--- src/rtl/instr_encoder_pkg.sv ---
// Shared constants for the instruction encoder/decoder pair: widths, opcodes and
// field positions of the 32-bit instruction word.
package instr_encoder_pkg;

    localparam int unsigned INDEX_BIT = 4;
    localparam int unsigned INSTR_BIT = 8;
    localparam int unsigned WORD_BIT  = 32;
    localparam int unsigned OP_BIT    = 3;

    // Opcode sits on top; operand fields are packed downward from FIELD_MSB.
    localparam int unsigned OP_MSB    = 31;
    localparam int unsigned OP_LSB    = 29;
    localparam int unsigned FIELD_MSB = 28;

    localparam logic [OP_BIT-1:0]   OP_JUMP   = 3'b110;
    localparam logic [OP_BIT-1:0]   OP_DONE   = 3'b111;
    localparam logic [WORD_BIT-1:0] DONE_WORD = 32'hE000_0000;

    typedef enum logic [1:0] {
        ST_IDLE,
        ST_RUN,
        ST_TERM,
        ST_FINISHED
    } state_t;

endpackage

--- src/rtl/instr_pack.sv ---
// Combinational packing of one symbolic command into a 32-bit instruction word.
module instr_pack #(
    parameter int unsigned INDEX_BIT = instr_encoder_pkg::INDEX_BIT,
    parameter int unsigned INSTR_BIT = instr_encoder_pkg::INSTR_BIT
) (
    input  logic [2:0]           i_op,
    input  logic [INDEX_BIT-1:0] i_r1,
    input  logic [INDEX_BIT-1:0] i_r2,
    input  logic [INDEX_BIT-1:0] i_wr,
    input  logic [INSTR_BIT-1:0] i_jaddr,
    output logic [31:0]          o_word_c
);
    import instr_encoder_pkg::*;

    localparam int unsigned R1_LSB = FIELD_MSB + 1 - INDEX_BIT;
    localparam int unsigned R2_MSB = R1_LSB - 1;
    localparam int unsigned R2_LSB = R2_MSB + 1 - INDEX_BIT;
    localparam int unsigned WR_MSB = R2_LSB - 1;
    localparam int unsigned WR_LSB = WR_MSB + 1 - INDEX_BIT;
    localparam int unsigned JA_LSB = FIELD_MSB + 1 - INSTR_BIT;

    always_comb begin
        o_word_c = '0;
        o_word_c[OP_MSB:OP_LSB] = i_op;
        if (i_op == OP_DONE) begin
            o_word_c = DONE_WORD;
        end else if (i_op == OP_JUMP) begin
            o_word_c[FIELD_MSB:JA_LSB] = i_jaddr;
        end else begin
            o_word_c[FIELD_MSB:R1_LSB] = i_r1;
            o_word_c[R2_MSB:R2_LSB]    = i_r2;
            o_word_c[WR_MSB:WR_LSB]    = i_wr;
        end
    end

endmodule

--- src/rtl/instr_encoder.sv ---
// Program builder: accepts symbolic commands, packs them and writes them
// sequentially into instruction memory, terminating with a done word.
module instr_encoder #(
    parameter int unsigned INDEX_BIT = instr_encoder_pkg::INDEX_BIT,
    parameter int unsigned INSTR_BIT = instr_encoder_pkg::INSTR_BIT
) (
    input  logic                 clk,
    input  logic                 rst,
    input  logic                 start,
    input  logic                 cmd_valid,
    output logic                 cmd_ready,
    input  logic [2:0]           cmd_op,
    input  logic [INDEX_BIT-1:0] cmd_r1,
    input  logic [INDEX_BIT-1:0] cmd_r2,
    input  logic [INDEX_BIT-1:0] cmd_wr,
    input  logic [INSTR_BIT-1:0] cmd_jaddr,
    input  logic                 cmd_use_mark,
    input  logic                 mark,
    input  logic                 finish,
    output logic                 mem_we,
    output logic [INSTR_BIT-1:0] mem_addr,
    output logic [31:0]          mem_wdata,
    output logic                 busy,
    output logic                 complete,
    output logic                 overflow,
    output logic [INSTR_BIT:0]   instr_count
);
    import instr_encoder_pkg::*;

    // Last slot is reserved for the done word.
    localparam logic [INSTR_BIT-1:0] LAST_ADDR = '1;

    state_t               r_state,    w_state_nxt;
    logic [INSTR_BIT-1:0] r_addr,     w_addr_nxt;
    logic [INSTR_BIT:0]   r_count,    w_count_nxt;
    logic [INSTR_BIT-1:0] r_mark,     w_mark_nxt;
    logic                 r_we,       w_we_nxt;
    logic [INSTR_BIT-1:0] r_mem_addr, w_mem_addr_nxt;
    logic [31:0]          r_wdata,    w_wdata_nxt;
    logic                 r_overflow, w_overflow_nxt;
    logic                 r_ready,    w_ready_nxt;
    logic                 r_busy,     w_busy_nxt;
    logic                 r_complete, w_complete_nxt;

    logic                 w_full;
    logic                 w_accept;
    logic [INSTR_BIT-1:0] w_mark_eff;
    logic [INSTR_BIT-1:0] w_jaddr;
    logic [31:0]          w_word;

    assign w_full     = (r_addr == LAST_ADDR);
    assign w_accept   = cmd_valid & r_ready;
    // A mark raised this cycle is visible to a jump in the same cycle.
    assign w_mark_eff = ((r_state == ST_RUN) && mark) ? r_addr : r_mark;
    assign w_jaddr    = cmd_use_mark ? w_mark_eff : cmd_jaddr;

    instr_pack #(
        .INDEX_BIT (INDEX_BIT),
        .INSTR_BIT (INSTR_BIT)
    ) u_pack (
        .i_op     (cmd_op),
        .i_r1     (cmd_r1),
        .i_r2     (cmd_r2),
        .i_wr     (cmd_wr),
        .i_jaddr  (w_jaddr),
        .o_word_c (w_word)
    );

    always_ff @(posedge clk) begin
        if (rst) begin
            r_state    <= ST_IDLE;
            r_addr     <= '0;
            r_count    <= '0;
            r_mark     <= '0;
            r_we       <= 1'b0;
            r_mem_addr <= '0;
            r_wdata    <= '0;
            r_overflow <= 1'b0;
            r_ready    <= 1'b0;
            r_busy     <= 1'b0;
            r_complete <= 1'b0;
        end else begin
            r_state    <= w_state_nxt;
            r_addr     <= w_addr_nxt;
            r_count    <= w_count_nxt;
            r_mark     <= w_mark_nxt;
            r_we       <= w_we_nxt;
            r_mem_addr <= w_mem_addr_nxt;
            r_wdata    <= w_wdata_nxt;
            r_overflow <= w_overflow_nxt;
            r_ready    <= w_ready_nxt;
            r_busy     <= w_busy_nxt;
            r_complete <= w_complete_nxt;
        end
    end

    always_comb begin
        w_state_nxt    = r_state;
        w_addr_nxt     = r_addr;
        w_count_nxt    = r_count;
        w_mark_nxt     = r_mark;
        w_we_nxt       = 1'b0;
        w_mem_addr_nxt = r_mem_addr;
        w_wdata_nxt    = r_wdata;
        w_overflow_nxt = r_overflow;

        if (start) begin
            // Restart from any state; memory contents are left as they are.
            w_state_nxt    = ST_RUN;
            w_addr_nxt     = '0;
            w_count_nxt    = '0;
            w_overflow_nxt = 1'b0;
        end else begin
            case (r_state)
                ST_RUN: begin
                    w_mark_nxt = w_mark_eff;
                    if (cmd_valid && w_full) begin
                        w_overflow_nxt = 1'b1;
                    end
                    if (w_accept && (cmd_op != OP_DONE)) begin
                        w_we_nxt       = 1'b1;
                        w_mem_addr_nxt = r_addr;
                        w_wdata_nxt    = w_word;
                        w_addr_nxt     = r_addr + INSTR_BIT'(1);
                        w_count_nxt    = r_count + (INSTR_BIT+1)'(1);
                    end
                    if ((w_accept && (cmd_op == OP_DONE)) || finish) begin
                        w_state_nxt = ST_TERM;
                    end
                end
                ST_TERM: begin
                    w_we_nxt       = 1'b1;
                    w_mem_addr_nxt = r_addr;
                    w_wdata_nxt    = DONE_WORD;
                    w_count_nxt    = r_count + (INSTR_BIT+1)'(1);
                    w_state_nxt    = ST_FINISHED;
                end
                default: begin
                end
            endcase
        end

        // Status outputs are registered from the next-state view.
        w_ready_nxt    = (w_state_nxt == ST_RUN) && (w_addr_nxt != LAST_ADDR);
        w_busy_nxt     = (w_state_nxt == ST_RUN) || (w_state_nxt == ST_TERM);
        w_complete_nxt = (w_state_nxt == ST_FINISHED);
    end

    assign cmd_ready   = r_ready;
    assign mem_we      = r_we;
    assign mem_addr    = r_mem_addr;
    assign mem_wdata   = r_wdata;
    assign busy        = r_busy;
    assign complete    = r_complete;
    assign overflow    = r_overflow;
    assign instr_count = r_count;

endmodule

--- config.mk ---
export PLATFORM = sky130hd
export DESIGN_NAME = instr_encoder
export DESIGN_NICKNAME = d
export VERILOG_FILES = /design/src/rtl/instr_encoder_pkg.sv /design/src/rtl/instr_pack.sv /design/src/rtl/instr_encoder.sv
export SDC_FILE = /design/constraint.sdc
export NUM_CORES = 1
export LEC_CHECK = 0
export CELL_PAD_IN_SITES_DETAIL_PLACEMENT = 0
export CELL_PAD_IN_SITES_GLOBAL_PLACEMENT = 1
export CORE_AREA = 2 2 77 79
export DETAILED_ROUTE_END_ITERATION = 8
export DIE_AREA = 0 0 79 81
export DONT_BUFFER_PORTS = 1
export PLACE_DENSITY = 0.81
export SETUP_SLACK_MARGIN = 0.15
export SKIP_LAST_GASP = 1
export SYNTH_ARGS = -nofsm -noshare
export SYNTH_HDL_FRONTEND = slang
export SYNTH_SLANG_ARGS = --single-unit
--- constraint.sdc ---
create_clock -name clk -period 5.52 [get_ports clk]
set_clock_uncertainty 0.05 [all_clocks]
set_input_delay 1.104 -clock clk [delete_from_list [all_inputs] [get_ports clk]]
set_output_delay 1.104 -clock clk [all_outputs]
set_load 0.01 [all_outputs]
==> results of run 1 <==
[cell families after synthesis]
group / synth area share
compound gates: 0.139
buf+inv: 0.0949
xor+xnor: 0.0493
simple gates: 0.241
mux: 0.0376
fa+ha+maj: 0.0235
other cells: 0.00141
flops: 0.414
[per-stage QoR]
step	cell area, µm²	util	instances
6_report	2680	0.473	380
5_1_grt	2680	0.473	380
4_1_cts	2680	0.473	380
3_5_place_dp	2580	0.455	372
3_3_place_gp	2580	0.455	372
2_1_floorplan	2720	-	337
[sequential cells by signal, indices dropped and copies added, names as in the netlist]
| register | cells |
|---|---|
| r_addr | 8 |
| complete | 1 |
| r_state | 2 |
| overflow | 1 |
| busy | 1 |
| r_mark | 8 |
| mem_we | 1 |
| cmd_ready | 1 |
| mem_wdata | 15 |
| mem_addr | 8 |
| instr_count | 9 |
[placed cells by master (no fill, tap or decap), types with 3 or more instances in the layout]
master     count
nand2_1       39
a21oi_1       24
ha_1           5
o2bb2ai_1      8
inv_1          5
dfxtp_1       55
nor3_1         7
clkbuf_8       7
nor2_1        43
nand3_1       25
conb_1        17
mux2i_1       10
nor2b_1        3
nand4_1        5
and3_1         3
and2_1         3
xor2_1        10
a311oi_1      10
xnor2_1        5
[area by class of cell]
cell class / instances / share of cell area
multi-input combinational: 237 / 0.510
sequential: 55 / 0.410
clock buffer: 8 / 0.0373
tap: 75 / 0.0350
inverter: 5 / 0.00700
[metal layers]
| layer | track usage | part of all wire | vias to the layer above | wire length (µm) |
|---|---|---|---|---|
| met4 | 0.0569 | 0.013 | 0 | 76 |
| met2 | 0.289 | 0.48 | 57 | 2820 |
| li1 | - | - | 1035 | - |
| met3 | 0.0611 | 0.060 | 6 | 351 |
| met1 | 0.234 | 0.44 | 970 | 2590 |
| met5 | 0 | 0 | - | 0 |
[where the power goes]
group / leakage, nW / internal (mW) / total, mW / switching (mW)
Clock: 0.0515 / 0.115 / 0.237 / 0.123
Combinational: 0.453 / 0.0158 / 0.0523 / 0.0365
Sequential: 0.445 / 0.405 / 0.414 / 0.00939
[worst max path at each step]
stage          startpoint            end  cells past startpoint
5_1_grt         cmd_op[0]  mem_wdata[23]                      5
6_report        cmd_op[0]  mem_wdata[23]                      5
3_5_place_dp    cmd_op[0]  mem_wdata[23]                      5
3_3_place_gp    cmd_op[0]  mem_wdata[24]                      5
2_1_floorplan   cmd_op[2]      cmd_ready                      6
4_1_cts         cmd_op[0]  mem_wdata[23]                      5
[critical path: cells and delay by family]
family,cells,cell delay (ps)
compound gates,2,1070
simple gates,3,600
==> flow_summary.toml, run 1 <==
[global_route]
grt_max_degree = 31
grt_antenna_before_repair = 0
grt_pass1_wl_um = 8980
grt_usage = 0.182
gr-total-overflow = 0
grt_pass1_vias = 1797

[timing]
worst_pin_slew_ps = 949
timing.setup.tns_ps = 0
slew_headroom = 0.366
rsz0062_at_grt = "false"
hold-worst-slack_ps = 446
fin_crit_ps = 2640
setup_viol = 0
drv_slew = 0
fmax_mhz = 379
fin_crit_sh = 0.478
hold_viol = 0
setup_ws_ps = 2880

[floorplanning]
core_mm2 = 0.00568
io_pins = 84
die_w_um = 79
row_count = 28
die_y_um = 81
start_util = 0.469
dieArea_mm2 = 0.00640

[power_and_ir_drop]
finalPower_uw = 703
powerDensity_mw_per_mm2 = 262
vdd_drop_max_mv = 0.146
leakagePower_nw = 0.949

[layout]
nFillCells = 588
syn_to_final_growth_pct = 0.752
num_antenna_cells = 0
fin_nets = 339
multi_input_area_mm2 = 0.00137
seqCellArea_mm2 = 0.00110
drive_gt1_frac = 0.0426

[yosys]
synth_area_leaders = "dfxtp_1 (41%), nor2_1 (6.1%), nand2_1 (5.5%), buf_4 (5.1%), nand3_1 (4.7%)"
ys_warn_count = 0
synth_common_cells = "dfxtp_1 (55), nor2_1 (43), nand2_1 (39), nand3_1 (25), a21oi_1 (24)"
synth_top_area_frac = 0.414
yosysTopAreaCell = "dfxtp_1"
netlist_instances = 321
ys_seq_area_frac = 0.414
ys_types = 40
synth_flop_cell = "dfxtp_1"
synth_edf_count = 0
syn_area_per_cell_um2 = 8.29
synth_area_mm2 = 0.00266
ys_ff_latch = 55
async_reset_ff_frac = 0
yosysMostFrequentCell = "dfxtp_1"

[worst_setup_path]
startpoint_type = "input port"
reg2reg_to = "cmd_ready"
critPathMaxFanout = 16
cp.arrival_ps = 2780
path_cells = "nand3_1 > nand3_1 > a211oi_2 > nor2_1 > o2bb2ai_1"
crit_top_cell = "nand3_1"
r2r_start = "r_state[1]"
worstSetupPathType = "input port to flip-flop"
crit_required_ps = 5660
r2r_slack_ps = 2930
slowest_delay_ps = 850
rr_worst_depth = 7
critPathCaptureType = "flip-flop"
crit_path_top_delay_cell = "a211oi_2"

[cts]
htreeDepth = 2
cts_inserted_buffers = 5
cts_hold_buf = 0
numClockSinks = 55
insertion_delay_ps = 310
tritoncts = "yes"
cts_max_path_buffers = 2
clock-root-buffer = "clkbuf_8"
post_cts_resized = 0
post_cts_buffers = 0
clkTransAtPathRegs_ps = 100

[route]
routed_wl_um = 5840
firstDrtPassIters = 4
drc = 0
drtAntennaViolNets = 0
wl_per_cell_um = 15.4
drtIter0Drc = 98
route.vias.total = 2068
viasPerCell = 5.44

[placement]
globalplace.congestion = 0.804
pre_cts_ws_ps = 2560
port_buffers = 0
hpwl_um = 4120

[flow_run]
maxCapViolCount = 0

[min_path]
min_to = "mem_wdata[20]"
hp-start = "mem_wdata[20]"
worstHoldPathCells = 2
hold_class = "flip-flop to flip-flop"

[outcome]
status = "finished, final reports clean"
No activity file was read; power rests on OpenSTA's default activity.
==> run 2, diff against run 1 <==
- CORE_AREA: 2 2 77 79 -> 2 2 84 86
- DIE_AREA: 0 0 79 81 -> 0 0 86 88
- PLACE_DENSITY: 0.81 -> 0.72
- clock period: 5.52 -> 2.3 ns (I/O delays scaled with it)
==> run 2 against run 1 <==
  * Non-clock buffer count grew 12
  * Die area is 18% higher
  * Worst setup slack worse by 2600 ps
  * First-iteration DRC count fell by 2.0%
  * Critical path depth up 3
  * Flip-flop and latch count unchanged
  * Design area up 4.1%
  * Worst hold slack worse by 290 ps
  * Global-route usage fell by 1.2 points
  * Sequential share of layout area down 1.6 points
  * Critical path type is now flip-flop to flip-flop
  * Critical endpoint is now cmd_ready
==> flow_summary.toml, run 2 (synthesis gave the netlist of run 1 again) <==
[cts]
htreeDepth = 2
numClockSinks = 55
tritoncts = "yes"
clock-root-buffer = "clkbuf_8"
clkTransAtPathRegs_ps = 110
cts_max_path_buffers = 2
cts_inserted_buffers = 5
insertion_delay_ps = 310

[layout]
syn_to_final_growth_pct = 4.84
drive_gt1_frac = 0.0820
final_cell_mix = "dfxtp_1 (55), nor2_1 (43), nand2_1 (39), nand3_1 (25), a21oi_1 (24)"
nFillCells = 703
num_antenna_cells = 0
largest_reg_flops = 15
fin_nets = 351
final_cells = 397
final_common_cell = "dfxtp_1"

[timing]
fmax_mhz = 505
rsz0062_at_grt = "false"
fin_crit_sh = 0.861
fin_crit_ps = 1980
worst_pin_slew_ps = 572
timing.setup.tns_ps = 0
slew_headroom = 0.618
hold_viol = 0
drv_slew = 0
setup_viol = 0

[floorplanning]
row_count = 30
core_mm2 = 0.00664
die_y_um = 88
start_util = 0.401
dieArea_mm2 = 0.00757
io_pins = 84
die_w_um = 86

[power_and_ir_drop]
leakagePower_nw = 1.02
finalPower_mw = 1.78
vdd_drop_max_mv = 0.349
powerDensity_mw_per_mm2 = 636

[placement]
dp_cells = 388
port_buffers = 0
globalplace.congestion = 0.742
hpwl_um = 4520

[worst_setup_path]
critPathCaptureType = "flip-flop"
startpoint_type = "flip-flop"
crit_required_ps = 2450
r2r_slack_ps = 320
cp.arrival_ps = 2130
critPathMaxFanout = 14
rr_worst_depth = 8
worstSetupPathType = "flip-flop to flip-flop"
r2r_start = "r_state[1]"
reg2reg_to = "cmd_ready"

[route]
drc = 0
top_layer = "met4"
routed-wl-met2_um = 3120
routed_wl_um = 6400
wl_met1_um = 2800
route.vias.total = 2093
drtAntennaViolNets = 0
viasPerCell = 5.27
wl_per_cell_um = 16.1
wl_met3_um = 458
firstDrtPassIters = 4
drtIter0Drc = 96

[global_route]
grt_usage = 0.169
grt_pass1_vias = 1946
gr-total-overflow = 0
grt_max_degree = 31
grt_pass1_wl_um = 10100
grt_antenna_before_repair = 0

[min_path]
hp-start = "rst"
worstHoldPathCells = 1
min_to = "mem_addr[4]"
hold_class = "input port to flip-flop"

[flow_run]
maxCapViolCount = 0

[outcome]
status = "finished, final reports clean"
run 2: cell count changes in the layout (fill, tap and decap cells not counted):
cell	delta
clkbuf_1	-1
clkbuf_8	-2
clkinv_4	+1
clkinv_2	+1
bufinv_16	+1
buf_4	+12
run 2: power by group:
part           switching, mW  internal (mW)
sequential            0.0220          0.971
combinational         0.0906         0.0445
clock                  0.323          0.325
total                  0.436           1.34
run 2: per-layer routing:
layer	global-route usage	up-vias
li1	-	1059
met2	0.273	73
met3	0.0490	2
met1	0.224	959
met5	0	-
met4	0.0390	0
run 2: worst max path at each step:
stage | from | slack [ps] | cells past startpoint | endpoint
after floorplan | r_state[1] | 510 | 8 | cmd_ready
after global placement | r_state[1] | 430 | 8 | cmd_ready
after detailed placement | r_state[1] | 330 | 8 | cmd_ready
after CTS | r_state[1] | 290 | 8 | cmd_ready
after global routing | r_state[1] | 140 | 8 | cmd_ready
final | r_state[1] | 320 | 8 | cmd_ready
run 2: area by class of cell:
cell class	count	area, µm²	share of cell area
Multi-Input combinational cell	237	1370	0.490
Sequential cell	55	1100	0.394
Tap cell	80	100	0.0359
Timing Repair Buffer	12	90.1	0.0323
Clock buffer	5	68.8	0.0247
Clock inverter	3	43.8	0.0157
Inverter	5	18.8	0.00672
run 2: metrics by stage:
stage / setup WS, ps / area (µm²) / hold slack (ps) / utilization
2_1_floorplan: 514 / 2720 / 402 / -
3_3_place_gp: 427 / 2670 / 428 / 0.402
3_5_place_dp: 335 / 2670 / 433 / 0.402
4_1_cts: 290 / 2780 / 139 / 0.419
5_1_grt: 145 / 2790 / 130 / 0.420
6_report: 319 / 2790 / 151 / 0.420
run 2: worst max-delay path, stage by stage (launching register included):
cell	delay, ps
dfxtp_1	320
inv_1	80
ha_1	230
buf_4	230
nand3_1	150
nor4_4	180
mux2i_1	290
nor4_2	80
a311oi_1	260
run 2: what timing repair did:
| action | CTS | global route |
|---|---|---|
| endpoints found under the hold margin | 0 | 0 |
| buffers inserted | 0 | 1 |
| setup endpoints to repair | 0 | 1 |
| gates resized for setup | 0 | 0 |
| hold buffers | 0 | 0 |
